File: config.mk
export PLATFORM = sky130hd
export DESIGN_NAME = tone_generator
export DESIGN_NICKNAME = d
export VERILOG_FILES = /design/src/rtl/sound_pkg.sv /design/src/rtl/tone_rom.sv /design/src/rtl/tone_generator.sv
export SDC_FILE = /design/constraint.sdc
export NUM_CORES = 1
export LEC_CHECK = 0
export BUFFER_PORTS_ARGS = -buffer_cell sky130_fd_sc_hd__clkbuf_2
export CAP_MARGIN = 10
export CORE_MARGIN = 4
export CORE_UTILIZATION = 45
export CTS_CLUSTER_DIAMETER = 80
export DETAILED_ROUTE_END_ITERATION = 8
export PLACE_DENSITY = 0.62
export SYNTH_ARGS = -nofsm -noshare
export SYNTH_HDL_FRONTEND = slang
export SYNTH_HIERARCHICAL = 1
export SYNTH_SLANG_ARGS = --single-unit
File: constraint.sdc
create_clock -name clk -period 5 [get_ports clk]
set_clock_uncertainty 0.1 [all_clocks]
set_input_delay 0.25 -clock clk [delete_from_list [all_inputs] [get_ports clk]]
set_output_delay 0.25 -clock clk [all_outputs]
set_load 0.01 [all_outputs]
File: src/rtl/sound_pkg.sv
// Shared constants for the Bricks sound path: note half-period table and tone FSM states.
package sound_pkg;

    localparam int NUM_NOTES = 10;
    localparam int MAX_NOTE  = 9;

    // Half-periods in 50 MHz cycles, C5 (index 0) up to E6 (index 9).
    localparam logic [16:0] HALF_PERIOD [NUM_NOTES] = '{
        17'd47778, 17'd42565, 17'd37921, 17'd35793, 17'd31888,
        17'd28409, 17'd25310, 17'd23889, 17'd21282, 17'd18961
    };

    typedef enum logic [1:0] {
        ST_IDLE  = 2'd0,
        ST_PLAY  = 2'd1,
        ST_DRAIN = 2'd2
    } tone_state_t;

    function automatic logic [3:0] clamp_note(input logic [3:0] sel);
        return (sel > 4'(MAX_NOTE)) ? 4'(MAX_NOTE) : sel;
    endfunction

endpackage

File: src/rtl/tone_rom.sv
// Note-index to half-period lookup; isolated so the note table can change without touching the FSM.
module tone_rom
    import sound_pkg::*;
#(
    parameter int HALF_W = 17
) (
    input  logic [3:0]        note_idx,
    output logic [HALF_W-1:0] half_period
);

    always_comb begin
        half_period = HALF_W'(HALF_PERIOD[MAX_NOTE]);
        if (note_idx <= 4'(MAX_NOTE))
            half_period = HALF_W'(HALF_PERIOD[note_idx]);
    end

endmodule

File: src/rtl/tone_generator.sv
// Square-wave tone generator gated by the duration counter's tc; the last high phase always completes.
// Optional descending sweep compiled in with `define TONE_SWEEP_EN.
module tone_generator
    import sound_pkg::*;
#(
    parameter int HALF_W      = 17,
    parameter int SWEEP_TICKS = 2_500_000
) (
    input  logic       clk,
    input  logic       resetN,
    input  logic       ena,
    input  logic       sound_en,
    input  logic [3:0] tone_sel,
    output logic       sound_out,
    output logic       tone_active,
    output logic [3:0] note_idx
);

    localparam logic [HALF_W-1:0] ONE = HALF_W'(1);

    tone_state_t       state_q;
    logic [HALF_W-1:0] cnt_q;
    logic              sound_out_q;
    logic              active_q;
    logic [3:0]        note_q;
    logic [3:0]        rom_idx;
    logic [HALF_W-1:0] half;
    logic              cnt_zero;

    // In IDLE the ROM looks up the incoming selection so the first phase loads in the same edge.
    assign rom_idx  = (state_q == ST_IDLE) ? clamp_note(tone_sel) : note_q;
    assign cnt_zero = (cnt_q == '0);

    tone_rom #(.HALF_W(HALF_W)) u_rom (
        .note_idx    (rom_idx),
        .half_period (half)
    );

`ifdef TONE_SWEEP_EN
    localparam int SW_W = $clog2(SWEEP_TICKS + 1);
    logic [SW_W-1:0] sweep_q;
    logic            sweep_hit;
    assign sweep_hit = (sweep_q == SW_W'(SWEEP_TICKS - 1));
`endif

    always_ff @(posedge clk or negedge resetN) begin
        if (!resetN) begin
            state_q     <= ST_IDLE;
            cnt_q       <= '0;
            sound_out_q <= 1'b0;
            active_q    <= 1'b0;
            note_q      <= '0;
`ifdef TONE_SWEEP_EN
            sweep_q     <= '0;
`endif
        end else if (ena) begin
            case (state_q)
                ST_IDLE: begin
                    if (sound_en) begin
                        state_q     <= ST_PLAY;
                        active_q    <= 1'b1;
                        note_q      <= clamp_note(tone_sel);
                        sound_out_q <= 1'b1;
                        cnt_q       <= half - ONE;
`ifdef TONE_SWEEP_EN
                        sweep_q     <= '0;
`endif
                    end
                end
                ST_PLAY: begin
                    cnt_q <= cnt_zero ? (half - ONE) : (cnt_q - ONE);
                    // Stop at once if already low, or if this edge ends a high phase.
                    if (!sound_en && (!sound_out_q || cnt_zero)) begin
                        state_q     <= ST_IDLE;
                        active_q    <= 1'b0;
                        sound_out_q <= 1'b0;
                        cnt_q       <= '0;
                    end else begin
                        if (cnt_zero)
                            sound_out_q <= ~sound_out_q;
                        if (!sound_en)
                            state_q <= ST_DRAIN;
                    end
`ifdef TONE_SWEEP_EN
                    sweep_q <= sweep_hit ? '0 : (sweep_q + SW_W'(1));
                    if (sweep_hit && note_q != 4'd0)
                        note_q <= note_q - 4'd1;
`endif
                end
                ST_DRAIN: begin
                    if (cnt_zero) begin
                        state_q     <= ST_IDLE;
                        active_q    <= 1'b0;
                        sound_out_q <= 1'b0;
                    end else begin
                        cnt_q <= cnt_q - ONE;
                    end
                end
                default: begin
                    state_q     <= ST_IDLE;
                    active_q    <= 1'b0;
                    sound_out_q <= 1'b0;
                    cnt_q       <= '0;
                end
            endcase
        end
    end

    assign sound_out   = sound_out_q;
    assign tone_active = active_q;
    assign note_idx    = note_q;

endmodule

Word level (Yosys, flattened, before mapping):

Memories as Yosys holds them, arrays and structs flattened.
Cells that the tools add are included.

* add/subtract/negate cells: 2
* order comparisons: 3
* equality and inequality tests: 8
* muxes and demuxes: 22
* bitwise gates (word level): 2
* reductions and logical operators: 11

Operator list (count)
* $mux 17: 7
* $pmux 17 s3: 1
* $sub 17x1->17 const B: 2
* $logic_not 17->1: 1
* $reduce_and 4->1: 3
* $mux 2: 4
* $mux 4: 2
* $ne 2x2->1 const B: 4
* $ne 3x3->1 const B: 2
* $pmux 1 s3: 2
* $pmux 2 s3: 1
* $reduce_and 3->1: 2
* $ge 5x5->1 const B: 1
* $mux 1: 5
* $not 4->5: 1
* $gt 4x4->1 const B: 1
* $le 4x4->1 const B: 1
* $eq 2x1->1 const B: 1
* $eq 2x2->1 const B: 1
* $logic_not 1->1: 2
* $logic_not 2->1: 1
* $logic_and 1x1->1: 1
* $logic_or 1x1->1: 1
* $not 1->1: 1

* register bits after elaboration: 25
* memory bits (read-only): 272
* bits of input ports: 8
* output and inout bits: 6
* word-level logic and storage cells: 54
* memories: 1

Memories
* (no name shown): depth 16, width 17, rd ports 1, clocked after memory_dff 0, wr ports 0, RTL line tone_rom.sv:14 `half_period = HALF_W'(HALF_PERIOD[note_idx]);`

Logic depth before layout (Yosys ltp):

Gate-level depths: netlist of run 1.

* depth in word-level cells: 12
* depth in mapped cells: 16
* gate-level depth less buffers: 15

Modules after synthesis:

Netlist of run 1, hierarchy kept.

Modules (own cells, without submodules)
* tone_generator: instances 1, cells each 216, area an instance 1834.3 um2
* tone_rom: instances 1, cells each 49, area an instance 349.1 um2

Least setup slack after synthesis of run 1:

No wires, ideal clock.

* kind: register to register
* start point: register state_q[0]
* end point: register cnt_q[13]
* library setup time: 121 ps
* arrival time: 3676 ps
* data required time: 4779 ps
* slack: 1103 ps
* cell stages (with the launch flop): 14
* buffers on the path: 1
* clock period less this slack: 3897 ps
* path through: dfrtp_1 or2_2 clkbuf_1 o21ai_0 inv_1 ha_1 a21oi_1 o32ai_1 or4_1 nor4b_1 nand3b_1 xor2_1 o22ai_1 a22o_1

* longest elaborated chain between the ends: 11
* elaborated cells between the ends (all ways): 18

Ends and longest elaborated chain
* from (decl): RTL line tone_generator.sv:21 `tone_state_t state_q;`
* from (signal assigned): RTL line tone_generator.sv:48 `state_q <= ST_IDLE;`
* from (signal assigned): RTL line tone_generator.sv:60 `state_q <= ST_PLAY;`
* from (signal assigned): RTL line tone_generator.sv:74 `state_q <= ST_IDLE;`
* $logic_not 2->1 (*): RTL line tone_generator.sv:31 `assign rom_idx = (state_q == ST_IDLE) ? clamp_note(tone_sel) : note_q;`
* $mux 4 (*): RTL line tone_generator.sv:31
* net rom_idx[0]: RTL line tone_generator.sv:26 `logic [3:0] rom_idx;`
* $not 4->5 (implied by the code): RTL line tone_rom.sv:14
* $mem_v2 16x17
* $mux 17 (implied by the code) (2 in series): RTL line tone_rom.sv:14
* $mux 17 (*): RTL line tone_rom.sv:13 `if (note_idx <= 4'(MAX_NOTE))`
* net half[1]: RTL line tone_generator.sv:27 `logic [HALF_W-1:0] half;`
* $sub 17x1->17 (*): RTL line tone_generator.sv:64, tone_generator.sv:71
* $mux 17: RTL line tone_generator.sv:71 `cnt_q <= cnt_zero ? (half - ONE) : (cnt_q - ONE);`
* $mux 17: RTL line tone_generator.sv:73 `if (!sound_en && (!sound_out_q || cnt_zero)) begin`
* $pmux 17 s3 (*): RTL line tone_generator.sv:57 `case (state_q)`
* to (signal assigned): RTL line tone_generator.sv:64 `cnt_q <= half - ONE;`
* to (signal assigned): RTL line tone_generator.sv:71
* to (signal assigned): RTL line tone_generator.sv:96 `cnt_q <= cnt_q - ONE;`
* to (decl): RTL line tone_generator.sv:22 `logic [HALF_W-1:0] cnt_q;`

The timed path passes the listed nets; every way through them passes the cells marked *. The select of a mux whose other input is x is not followed.
A chain may end at the register's enable or synchronous reset.

Final worst setup path of run 1:

Ends and elaborated chain as after synthesis.

==> metrics.txt, run 1 <==
# TYPE chip_impl_metric gauge
chip_impl_info{name="timing.setup.critical_path_class",value="flop to flop"} 1
chip_impl_metric{name="cts.sinks",unit=""} 25
chip_impl_metric{name="tns",unit="ns"} 0
chip_impl_metric{name="dp_hpwl",unit="mm"} 3.84
chip_impl_metric{name="worst_pin_slew",unit="ns"} 0.735
chip_impl_metric{name="cts_buffer_count",unit=""} 3
chip_impl_metric{name="drt_wl_total",unit="mm"} 5.14
chip_impl_info{name="rsz0062_at_grt",value="no"} 1
chip_impl_info{name="startpoint_type",value="flop"} 1
chip_impl_metric{name="power_per_cell_area",unit="mW/mm^2"} 722
chip_impl_metric{name="ctsLongestPathBuffers",unit=""} 2
chip_impl_metric{name="final_net_count",unit=""} 287
chip_impl_metric{name="floorplan.die.width",unit="um"} 77.7
chip_impl_info{name="tritoncts",value="done"} 1
chip_impl_metric{name="grt_first_pass_wirelength",unit="mm"} 8.73
chip_impl_info{name="timing.critical_path.to_type",value="flop"} 1
chip_impl_metric{name="cts.clk_slew.worst_paths",unit="ns"} 0.10
chip_impl_info{name="synth_top_area_cell",value="sky130_fd_sc_hd__dfrtp_1"} 1
chip_impl_metric{name="layout_worst_path_cycle_share",unit="%"} 82.6
chip_impl_metric{name="n_antenna_cell",unit=""} 0
chip_impl_info{name="final_common_cell",value="sky130_fd_sc_hd__nor2_1"} 1
chip_impl_metric{name="grt_antenna_before_repair",unit=""} 0
chip_impl_metric{name="chipHeight",unit="um"} 77.7
chip_impl_metric{name="maxSlewViolCount",unit=""} 0
chip_impl_info{name="worst_hold_path_type",value="input pin to flop"} 1
chip_impl_info{name="synthTopCellsByArea",value="sky130_fd_sc_hd__dfrtp_1 29%, sky130_fd_sc_hd__xnor2_1 5.2%, sky130_fd_sc_hd__a22o_1 4.8%"} 1
chip_impl_metric{name="seq_area_frac_synth",unit="%"} 28.7
chip_impl_metric{name="clock_tree.htree_level_count",unit=""} 1
chip_impl_metric{name="placement_rows",unit=""} 25
chip_impl_metric{name="flow.area_growth_from_synthesis",unit="%"} 5.44
chip_impl_info{name="critical_path.most_common_cell",value="sky130_fd_sc_hd__inv_1"} 1
chip_impl_metric{name="synth_async_sr_flop_share",unit="%"} 100
chip_impl_metric{name="clock_insertion_delay_worst_skew",unit="ns"} 0.27
chip_impl_metric{name="boundary_pins",unit=""} 14
chip_impl_metric{name="start_util",unit="%"} 46.2
chip_impl_metric{name="numPortBuffers",unit=""} 13
chip_impl_info{name="timing.critical_path.cells",value="or2_2, o21ai_0, inv_1, ha_1, inv_1, nor3_1, or4_1, nor4b_1, nand3b_1, xor2_1, o22ai_1, a22o_1"} 1
chip_impl_metric{name="drv.max_cap_violation_count",unit=""} 0
chip_impl_metric{name="setup_violations",unit=""} 0
chip_impl_metric{name="worstPathArrival",unit="ns"} 4.19
chip_impl_info{name="crit_path_top_delay_cell",value="sky130_fd_sc_hd__or4_1"} 1
chip_impl_metric{name="vdd_drop_max",unit="uV"} 447
chip_impl_info{name="top_flip_flop_cell_by_instance_count_after_synthesis",value="sky130_fd_sc_hd__dfrtp_1"} 1
chip_impl_metric{name="vias_per_cell",unit=""} 5.77
chip_impl_metric{name="synth_cell_types",unit=""} 52
chip_impl_metric{name="finalHoldWorstSlack",unit="ns"} 0.161
chip_impl_metric{name="first_global_vias",unit=""} 1781
chip_impl_metric{name="critical_path.max_stage_delay",unit="ns"} 0.66
chip_impl_metric{name="drtPass1Iterations",unit=""} 4
chip_impl_metric{name="gr_usage_total",unit="%"} 17.6
chip_impl_metric{name="layout-drive-gt1-share",unit="%"} 11.5
chip_impl_metric{name="dr_total_vias",unit=""} 1944
chip_impl_metric{name="syn_area",unit="sq mm"} 0.00218
chip_impl_metric{name="drt-wirelength-per-cell",unit="um"} 15.3
chip_impl_info{name="clockRootBuffer",value="sky130_fd_sc_hd__clkbuf_8"} 1
chip_impl_metric{name="leakagePower",unit="uW"} 0.000963
chip_impl_metric{name="floorplan_core_area",unit="sq mm"} 0.00472
chip_impl_metric{name="ys.warnings.count",unit=""} 6
chip_impl_metric{name="post_cts.repair.setup_buffers",unit=""} 0
chip_impl_info{name="layout.cells.most_common_list",value="27 x sky130_fd_sc_hd__nor2_1, 26 x sky130_fd_sc_hd__nand2_1, 25 x sky130_fd_sc_hd__dfrtp_1, 15 x sky130_fd_sc_hd__o21ai_0"} 1
chip_impl_metric{name="count_of_mapped_cells_out_of_synthesis",unit=""} 265
chip_impl_metric{name="layout_min_cycle_time",unit="ns"} 4.13
chip_impl_info{name="outcome",value="complete, no violations"} 1
chip_impl_metric{name="syn-num-nets",unit=""} 281
chip_impl_metric{name="report.final.hold_viol_count",unit=""} 0
chip_impl_metric{name="synth_enable_flop_cells",unit=""} 0
chip_impl_metric{name="ys_ff_latch",unit=""} 25
chip_impl_metric{name="initialDrtViolationCount",unit=""} 126
chip_impl_metric{name="path_max_fanout",unit=""} 11
chip_impl_metric{name="crit_required",unit="ns"} 5.06
chip_impl_metric{name="fillers",unit=""} 464
chip_impl_metric{name="dr_drc_count",unit=""} 0
chip_impl_metric{name="grt_overflow_total",unit=""} 0
chip_impl_metric{name="max_slew_margin",unit="%"} 51.0
chip_impl_metric{name="timing.fmax",unit="GHz"} 0.242
chip_impl_metric{name="syn_avg_cell_area",unit="sq um"} 8.24
chip_impl_metric{name="place_congestion",unit=""} 0.882
chip_impl_metric{name="design.die.area",unit="sq mm"} 0.00603
chip_impl_metric{name="detail-route-antenna-nets",unit=""} 0
chip_impl_metric{name="pin_count_of_the_biggest_net_entering_global_routing",unit=""} 26
chip_impl_metric{name="synth_top_area_share",unit="%"} 28.7
## area by class of cell
class                      count  area [sq um]  area share [%]
tap                           67          83.8            3.64
sequential                    25           626            27.2
timing repair buffer          16          90.1            3.91
inverter                      12          45.0            1.96
clock inverter                 1          5.00           0.217
multi-input combinational    213          1410            61.3
clock buffer                   3          41.3            1.79
## metrics by stage
stage	util, %	cell area [sq um]	power [uW]	worst slack (ns)	cells
after detailed placement	47.5	2250	1530	0.896	332
after global placement	47.5	2250	1520	0.928	332
after floorplan	-	2180	1310	1.10	265
after CTS	48.7	2300	1660	0.874	337
after global routing	48.7	2300	1820	0.382	337
final	48.7	2300	1660	0.869	337
## flip-flops by register name, summed over array words and instances, names as in the netlist
name and flops:
cnt_q 17, sound_out 1, tone_active 1, note_idx 4, state_q 2
## layer usage
layer  vias up  GRT usage [%]  share of wire, %
met5         -              0                 0
met4         0           4.80               1.5
met3         6           2.09               4.3
met2        35           27.2                45
met1       931           25.6                50
li1        972              -                 -
## critical path: cells and delay by family, from the launching register on
family | cells | cell delay, ns
buf+inv | 2 | 0.24
compound gates | 3 | 0.84
flops | 1 | 0.50
xor+xnor | 1 | 0.17
fa+ha+maj | 1 | 0.35
simple gates | 5 | 1.82
## cell usage after synthesis, types with 3 or more instances
| cell type | n |
|---|---|
| sky130_fd_sc_hd__nor3b_1 | 3 |
| sky130_fd_sc_hd__buf_2 | 6 |
| sky130_fd_sc_hd__or4_1 | 6 |
| sky130_fd_sc_hd__nand3b_1 | 3 |
| sky130_fd_sc_hd__o32ai_1 | 4 |
| sky130_fd_sc_hd__nand2b_1 | 6 |
| sky130_fd_sc_hd__ha_1 | 8 |
| sky130_fd_sc_hd__buf_6 | 3 |
| sky130_fd_sc_hd__mux2i_1 | 5 |
| sky130_fd_sc_hd__xor2_1 | 10 |
| sky130_fd_sc_hd__inv_1 | 11 |
| sky130_fd_sc_hd__clkbuf_1 | 4 |
| sky130_fd_sc_hd__nand3_1 | 4 |
| sky130_fd_sc_hd__a21oi_1 | 11 |
| sky130_fd_sc_hd__o22ai_1 | 10 |
| sky130_fd_sc_hd__dfrtp_1 | 25 |
| sky130_fd_sc_hd__xnor2_1 | 13 |
| sky130_fd_sc_hd__o21ai_0 | 16 |
| sky130_fd_sc_hd__nor2_1 | 27 |
| sky130_fd_sc_hd__a22o_1 | 12 |
| sky130_fd_sc_hd__nand2_1 | 26 |
| sky130_fd_sc_hd__nor3_1 | 5 |
| sky130_fd_sc_hd__nor4_1 | 9 |
| sky130_fd_sc_hd__o21a_1 | 4 |
| sky130_fd_sc_hd__o31ai_1 | 3 |
## report_power, final
group          total (uW)  switching (uW)  internal, uW
sequential            373            93.3           280
combinational        1160             683           481
clock                 125            68.9          55.7
total                1660             845           817
## timing repair
item / 4_1_cts / 5_1_grt
hold buffers: 1 / 0
hold endpoints to repair: 25 / 0
gates resized for setup: 0 / 0
## logic make-up after synthesis
group / Yosys count / share of synthesized area, %
AND/OR/NAND/NOR: 97 / 22.4
AO/OA/AOI/OAI: 78 / 25.4
multiplexers: 6 / 2.81
buffers and inverters: 27 / 6.70
other: 1 / 0.172
adder cells (fa/ha/maj): 8 / 4.58
flip-flops: 25 / 28.7
XOR/XNOR: 23 / 9.23
## path summary, 6_finish.rpt
path / slack (ns) / cells after the start / end / start
worst min-delay path: 0.16 / 2 / state_q[1]$_DFFE_PN0P_ / sound_en
worst max-delay path: 0.87 / 12 / cnt_q[13]$_DFFE_PN0P_ / state_q[0]$_DFFE_PN0P_
worst min register to register: 0.41 / 2 / tone_active$_DFFE_PN0P_ / tone_active$_DFFE_PN0P_
min in group asynchronous: 0.43 / 2 / state_q[1]$_DFFE_PN0P_ / resetN
worst max register to register: 0.87 / 12 / cnt_q[13]$_DFFE_PN0P_ / state_q[0]$_DFFE_PN0P_
max in group asynchronous: 3.96 / 2 / cnt_q[11]$_DFFE_PN0P_ / resetN
(Power assumes the default switching activity.)
==> run 2, diff against run 1 <==
Clock period 5 ns to 4.1 ns, I/O delays scaled along.
==> run 2 against run 1 <==
Register-to-register slack worse by 0.35 ns; via count up 0.21%; first-iteration DRC count up 8.7%; non-clock buffer count up 5; die area unchanged; sequential share of layout area down 0.51 points; clock power up 23%; worst setup slack worse by 0.35 ns; critical endpoint is now cnt_q[12]$_DFFE_PN0P_; highest routed layer unchanged.
==> metrics.txt, run 2 (synthesis gave the netlist of run 1 again) <==
# TYPE chip_impl_metric gauge
chip_impl_info{name="outcome",value="complete, no violations"} 1
chip_impl_metric{name="multi_input_comb_area",unit="sq mm"} 0.00142
chip_impl_info{name="clockRootBuffer",value="sky130_fd_sc_hd__clkbuf_8"} 1
chip_impl_metric{name="flow.area_growth_from_synthesis",unit="%"} 7.45
chip_impl_info{name="layout.cells.most_common_list",value="27 x sky130_fd_sc_hd__nor2_1, 26 x sky130_fd_sc_hd__nand2_1, 25 x sky130_fd_sc_hd__dfrtp_1, 15 x sky130_fd_sc_hd__o21ai_0"} 1
chip_impl_info{name="top_regs",value="cnt_q: 17 flops, note_idx: 4 flops, state_q: 2 flops"} 1
chip_impl_info{name="timing.setup.critical_path_class",value="flop to flop"} 1
chip_impl_metric{name="vdd_drop_max",unit="uV"} 476
chip_impl_metric{name="drv.max_cap_violation_count",unit=""} 0
chip_impl_metric{name="maxSlewViolCount",unit=""} 0
chip_impl_metric{name="dr_total_vias",unit=""} 1948
chip_impl_metric{name="tns",unit="ns"} 0
chip_impl_info{name="tritoncts",value="done"} 1
chip_impl_metric{name="reg2reg_depth",unit=""} 15
chip_impl_metric{name="drtPass1Iterations",unit=""} 5
chip_impl_metric{name="fillers",unit=""} 455
chip_impl_metric{name="grt_overflow_total",unit=""} 0
chip_impl_info{name="rsz0062_at_grt",value="no"} 1
chip_impl_metric{name="clock_insertion_delay_worst_skew",unit="ns"} 0.28
chip_impl_metric{name="worst_pin_slew",unit="ns"} 0.722
chip_impl_info{name="critical_path.endpoint",value="cnt_q[12]$_DFFE_PN0P_"} 1
chip_impl_metric{name="worstPathArrival",unit="ns"} 3.66
chip_impl_metric{name="fin_cells",unit=""} 342
chip_impl_metric{name="report.final.hold_viol_count",unit=""} 0
chip_impl_metric{name="vias_per_cell",unit=""} 5.70
chip_impl_info{name="startpoint_type",value="flop"} 1
chip_impl_metric{name="path_max_fanout",unit=""} 9
chip_impl_metric{name="dr_drc_count",unit=""} 0
chip_impl_metric{name="grt_first_pass_wirelength",unit="mm"} 8.91
chip_impl_metric{name="layout_min_cycle_time",unit="ns"} 3.58
chip_impl_metric{name="layout_worst_path_cycle_share",unit="%"} 87.3
chip_impl_metric{name="first_global_vias",unit=""} 1834
chip_impl_metric{name="layout-drive-gt1-share",unit="%"} 13.5
chip_impl_info{name="registers.top_by_ff_count",value="cnt_q"} 1
chip_impl_metric{name="design.die.area",unit="sq mm"} 0.00603
chip_impl_metric{name="cts_buffer_count",unit=""} 3
chip_impl_info{name="timing.critical_path.to_type",value="flop"} 1
chip_impl_info{name="crit_path_start",value="state_q[0]$_DFFE_PN0P_"} 1
chip_impl_info{name="final_common_cell",value="sky130_fd_sc_hd__nor2_1"} 1
chip_impl_metric{name="power_per_cell_area",unit="mW/mm^2"} 884
chip_impl_metric{name="placement_rows",unit=""} 25
chip_impl_metric{name="largest_register_ffs",unit=""} 17
chip_impl_metric{name="gr_usage_total",unit="%"} 18.0
chip_impl_metric{name="max_slew_margin",unit="%"} 51.8
chip_impl_metric{name="detail-route-antenna-nets",unit=""} 0
chip_impl_metric{name="cts.clk_slew.worst_paths",unit="ns"} 0.10
chip_impl_metric{name="dp_hpwl",unit="mm"} 3.75
chip_impl_metric{name="cts.sinks",unit=""} 25
chip_impl_info{name="r2r_end",value="cnt_q[12]$_DFFE_PN0P_"} 1
chip_impl_metric{name="drt_wl_total",unit="mm"} 5.12
chip_impl_metric{name="regArea",unit="sq um"} 626
chip_impl_metric{name="place_congestion",unit=""} 0.878
chip_impl_metric{name="chipHeight",unit="um"} 77.7
chip_impl_metric{name="setup_violations",unit=""} 0
chip_impl_metric{name="numPortBuffers",unit=""} 13
chip_impl_metric{name="n_antenna_cell",unit=""} 0
chip_impl_metric{name="floorplan_core_area",unit="sq mm"} 0.00472
chip_impl_metric{name="initialDrtViolationCount",unit=""} 137
chip_impl_metric{name="grt_antenna_before_repair",unit=""} 0
chip_impl_info{name="r2r-start",value="state_q[0]$_DFFE_PN0P_"} 1
chip_impl_metric{name="floorplan.die.width",unit="um"} 77.7
chip_impl_info{name="worst_hold_path_type",value="input pin to flop"} 1
chip_impl_metric{name="pin_count_of_the_biggest_net_entering_global_routing",unit=""} 26
chip_impl_metric{name="leakagePower",unit="uW"} 0.000988
chip_impl_metric{name="drt-wirelength-per-cell",unit="um"} 15.0
chip_impl_metric{name="ctsLongestPathBuffers",unit=""} 2
chip_impl_metric{name="timing.fmax",unit="GHz"} 0.279
chip_impl_metric{name="reg2reg_setup_slack",unit="ns"} 0.52
chip_impl_metric{name="boundary_pins",unit=""} 14
chip_impl_info{name="min_delay_startpoint",value="tone_sel[2]"} 1
chip_impl_metric{name="number_of_cells_in_the_design_after_placement",unit=""} 337
chip_impl_metric{name="crit_required",unit="ns"} 4.18
chip_impl_metric{name="final_net_count",unit=""} 292
chip_impl_metric{name="clock_tree.htree_level_count",unit=""} 1
chip_impl_metric{name="start_util",unit="%"} 46.2
-- run 2: final cells by class --
type,count,share of cell area (%)
clock buffers,3,1.76
multi-input cells,213,60.4
clock inverters,1,0.213
inverters,12,1.92
flip-flops and latches,25,26.7
well taps,67,3.57
repair buffers,21,5.44
-- run 2: worst min-delay path by stage --
stage / end / cells past startpoint
finish: note_idx[2]$_DFFE_PN0P_ / 3
floorplan: cnt_q[0]$_DFFE_PN0P_ / 0
CTS: note_idx[3]$_DFFE_PN0P_ / 2
global route: note_idx[0]$_DFFE_PN0P_ / 3
detailed placement: sound_out$_DFFE_PN0P_ / 1
global placement: sound_out$_DFFE_PN0P_ / 1
-- run 2: per-stage QoR --
stage,cell area (sq um),hold slack (ns),util [%],worst slack [ns],power (uW)
after detailed placement,2280,0.171,48.3,0.390,1900
after global placement,2280,0.168,48.3,0.456,1890
after CTS,2340,0.117,49.5,0.374,2060
after global routing,2350,0.148,49.7,0.179,2270
final,2350,0.124,49.7,0.520,2070
after floorplan,2180,-0.191,-,0.203,1600
-- run 2: repair_timing --
item,4_1_cts,5_1_grt
hold buffers,1,0
resized for setup,0,1
buffers inserted,0,0
hold endpoints to repair,25,0
setup endpoints to repair,0,2
-- run 2: worst max-delay path, stage by stage (launching register included) --
cell                      delay, ns
sky130_fd_sc_hd__dfrtp_1       0.38
sky130_fd_sc_hd__or2_2         0.38
sky130_fd_sc_hd__o21ai_0       0.33
sky130_fd_sc_hd__inv_1         0.15
sky130_fd_sc_hd__ha_1          0.28
sky130_fd_sc_hd__mux2i_1       0.18
sky130_fd_sc_hd__o32a_1        0.26
sky130_fd_sc_hd__inv_1         0.07
sky130_fd_sc_hd__ha_1          0.22
sky130_fd_sc_hd__nor3b_1       0.15
sky130_fd_sc_hd__buf_4         0.16
sky130_fd_sc_hd__and2_1        0.18
sky130_fd_sc_hd__nand3_1       0.10
sky130_fd_sc_hd__xor2_1        0.20
sky130_fd_sc_hd__o32ai_1       0.12
sky130_fd_sc_hd__a22o_1        0.24
-- run 2: where the power goes --
group / internal (uW) / switching [uW] / leakage (uW)
sequential: 342 / 98.3 / 0.000317
combinational: 624 / 856 / 0.000646
clock: 68.3 / 86.2 / 0.0000255
total: 1030 / 1040 / 0.000988
-- run 2: metal layers --
metal  share of wire [%]  track usage, %
met5                   0               0
met1                  52            26.7
met4                 1.2            4.63
met3                 3.4            2.90
met2                  44            27.1
==> run 3, diff against run 2 <==
Settings changed: PLACE_DENSITY 0.62 to 0.64.
Clock period 4.1 ns to 3.05 ns, I/O delays scaled along.
==> run 3 against run 2 <==
Maximum frequency grew 12%; wire length increased by 9.0%; the flow now finishes with violations (setup timing); register-to-register slack got worse by 0.66 ns; combinational power grew 96%; critical path depth is 1 lower; sequential power is 36% higher; worst setup slack got worse by 0.66 ns; global-route usage increased by 1.1 points.
==> metrics.txt, run 3 (synthesis gave the netlist of run 1 again) <==
# TYPE chip_impl_metric gauge
chip_impl_metric{name="start_util",unit="%"} 46.2
chip_impl_metric{name="clock_tree.htree_level_count",unit=""} 1
chip_impl_info{name="layout.cells.most_common_list",value="45 x sky130_fd_sc_hd__buf_4, 25 x sky130_fd_sc_hd__dfrtp_1, 23 x sky130_fd_sc_hd__nand2_1, 22 x sky130_fd_sc_hd__nor2_1, 13 x sky130_fd_sc_hd__clkbuf_2"} 1
chip_impl_metric{name="worstPathArrival",unit="ns"} 3.26
chip_impl_metric{name="dr_total_vias",unit=""} 2124
chip_impl_metric{name="grt_antenna_before_repair",unit=""} 0
chip_impl_metric{name="report.final.hold_viol_count",unit=""} 0
chip_impl_info{name="clockRootBuffer",value="sky130_fd_sc_hd__clkbuf_8"} 1
chip_impl_metric{name="cts.sinks",unit=""} 25
chip_impl_metric{name="floorplan.die.width",unit="um"} 77.7
chip_impl_metric{name="grt_overflow_total",unit=""} 0
chip_impl_metric{name="leakagePower",unit="uW"} 0.00126
chip_impl_info{name="worst_hold_path_type",value="input pin to flop"} 1
chip_impl_metric{name="final_net_count",unit=""} 336
chip_impl_metric{name="boundary_pins",unit=""} 14
chip_impl_info{name="rsz0062_at_grt",value="yes"} 1
chip_impl_metric{name="vdd_drop_max",unit="uV"} 659
chip_impl_metric{name="grt_first_pass_wirelength",unit="mm"} 9.68
chip_impl_info{name="registers.top_by_ff_count",value="cnt_q"} 1
chip_impl_metric{name="layout_worst_path_cycle_share",unit="%"} 105
chip_impl_metric{name="cts.clk_slew.worst_paths",unit="ns"} 0.10
chip_impl_metric{name="layout-drive-gt1-share",unit="%"} 36.1
chip_impl_metric{name="layout_min_cycle_time",unit="ns"} 3.19
chip_impl_info{name="timing.setup.critical_path_class",value="flop to flop"} 1
chip_impl_metric{name="drtPass1Iterations",unit=""} 4
chip_impl_metric{name="maxSlewViolCount",unit=""} 0
chip_impl_info{name="top_regs",value="cnt_q: 17 flops, note_idx: 4 flops, state_q: 2 flops"} 1
chip_impl_metric{name="floorplan_core_area",unit="sq mm"} 0.00472
chip_impl_metric{name="crit_required",unit="ns"} 3.11
chip_impl_metric{name="flow.area_growth_from_synthesis",unit="%"} 33.5
chip_impl_info{name="outcome",value="complete, but fails checks"} 1
chip_impl_metric{name="drt_wl_total",unit="mm"} 5.57
chip_impl_metric{name="worst_pin_slew",unit="ns"} 0.642
chip_impl_info{name="timing.critical_path.to_type",value="flop"} 1
chip_impl_metric{name="post-route-worst-setup-slack",unit="ns"} -0.142
chip_impl_metric{name="largest_register_ffs",unit=""} 17
chip_impl_metric{name="power_per_cell_area",unit="mW/mm^2"} 1270
chip_impl_metric{name="design.die.area",unit="sq mm"} 0.00603
chip_impl_info{name="startpoint_type",value="flop"} 1
chip_impl_metric{name="placement_rows",unit=""} 25
chip_impl_metric{name="drv.max_cap_violation_count",unit=""} 0
chip_impl_metric{name="finish.instance_area",unit="sq mm"} 0.00291
chip_impl_metric{name="place_congestion",unit=""} 0.883
chip_impl_metric{name="numPortBuffers",unit=""} 13
chip_impl_metric{name="first_global_vias",unit=""} 2038
chip_impl_metric{name="postPlaceCellArea",unit="sq mm"} 0.00260
chip_impl_metric{name="setup_violations",unit=""} 9
chip_impl_metric{name="drt-wirelength-per-cell",unit="um"} 14.4
chip_impl_metric{name="timing.fmax",unit="GHz"} 0.313
chip_impl_info{name="final_common_cell",value="sky130_fd_sc_hd__buf_4"} 1
chip_impl_metric{name="chipHeight",unit="um"} 77.7
chip_impl_metric{name="n_antenna_cell",unit=""} 0
chip_impl_metric{name="clock_insertion_delay_worst_skew",unit="ns"} 0.27
chip_impl_metric{name="dp_hpwl",unit="mm"} 4.02
chip_impl_metric{name="cts_buffer_count",unit=""} 3
chip_impl_metric{name="max_slew_margin",unit="%"} 57.2
chip_impl_metric{name="detail-route-antenna-nets",unit=""} 0
chip_impl_metric{name="finalHoldWorstSlack",unit="ns"} 0.104
chip_impl_info{name="tritoncts",value="done"} 1
chip_impl_metric{name="path_max_fanout",unit=""} 6
chip_impl_metric{name="dr_drc_count",unit=""} 0
chip_impl_info{name="failing_checks",value="setup timing"} 1
chip_impl_metric{name="gr_usage_total",unit="%"} 19.2
chip_impl_metric{name="ctsLongestPathBuffers",unit=""} 2
chip_impl_metric{name="initialDrtViolationCount",unit=""} 162
chip_impl_metric{name="vias_per_cell",unit=""} 5.50
chip_impl_metric{name="pin_count_of_the_biggest_net_entering_global_routing",unit=""} 26
[run 3: cell types whose count changed in the layout (fill, tap and decap cells not counted), sizes merged]
cell / before / now
buf: 7 / 51
[run 3: final cells by class]
class	count	area, sq um
clock buffer	3	41.3
clock inverter	1	5.00
fill	393	1810
inverter	12	45.0
multi-input combinational	213	1630
sequential	25	626
tap	67	83.8
timing repair buffer	65	480
[run 3: path summary, 6_finish.rpt]
kind | startpoint | to | slack, ns | cells past startpoint
max | state_q[1]$_DFFE_PN0P_ | cnt_q[14]$_DFFE_PN0P_ | -0.14 | 14
min | sound_en | state_q[1]$_DFFE_PN0P_ | 0.10 | 2
max reg2reg | state_q[1]$_DFFE_PN0P_ | cnt_q[14]$_DFFE_PN0P_ | -0.14 | 14
min reg2reg | tone_active$_DFFE_PN0P_ | tone_active$_DFFE_PN0P_ | 0.41 | 2
max in group asynchronous | resetN | cnt_q[13]$_DFFE_PN0P_ | 2.10 | 2
min in group asynchronous | resetN | sound_out$_DFFE_PN0P_ | 0.32 | 2
[run 3: metrics by stage]
step / util (%) / std cells / TNS, ns / worst slack, ns / total power (uW)
2_1_floorplan: - / 265 / -0.469 / -0.149 / 2280
3_3_place_gp: 55.1 / 370 / -0.219 / -0.0616 / 2970
3_5_place_dp: 55.1 / 370 / -0.556 / -0.140 / 3000
4_1_cts: 57.6 / 376 / -0.343 / -0.107 / 3310
5_1_grt: 61.7 / 386 / -2.21 / -0.269 / 4040
6_report: 61.7 / 386 / -0.682 / -0.142 / 3710
[run 3: report_power, final]
group          switching [uW]  total (uW)  internal (uW)  leakage [uW]
Sequential                137         597            459      0.000317
Clock                     115         206           91.6     0.0000255
Combinational            1450        2900           1450      0.000914
[run 3: what timing repair did]
| action | in CTS | in global routing |
|---|---|---|
| gates resized for setup | 12 | 26 |
| hold buffers | 1 | 0 |
| endpoints found under the setup margin | 8 | 12 |
| setup buffers | 2 | 11 |
| endpoints found under the hold margin | 25 | 0 |
| pin swaps | 12 | 26 |
[run 3: layer usage]
metal  wire [um]  up-vias  GRT usage [%]
li1            -     1068              -
met1        2750     1012           27.5
met2        2590       34           30.0
met3         127       10           1.97
met4         107        0           6.23
met5           0        -              0
[run 3: worst max-delay path: stages (launching register included)]
cell	delay (ns)
sky130_fd_sc_hd__dfrtp_1	0.39
sky130_fd_sc_hd__or2_4	0.30
sky130_fd_sc_hd__buf_6	0.14
sky130_fd_sc_hd__o21ai_4	0.25
sky130_fd_sc_hd__buf_4	0.18
sky130_fd_sc_hd__buf_6	0.09
sky130_fd_sc_hd__nor2_2	0.04
sky130_fd_sc_hd__buf_4	0.13
sky130_fd_sc_hd__a21oi_1	0.11
sky130_fd_sc_hd__o32ai_1	0.12
sky130_fd_sc_hd__or4_4	0.53
sky130_fd_sc_hd__nand3b_1	0.20
sky130_fd_sc_hd__xor2_1	0.20
sky130_fd_sc_hd__o22ai_1	0.10
sky130_fd_sc_hd__a22o_1	0.19
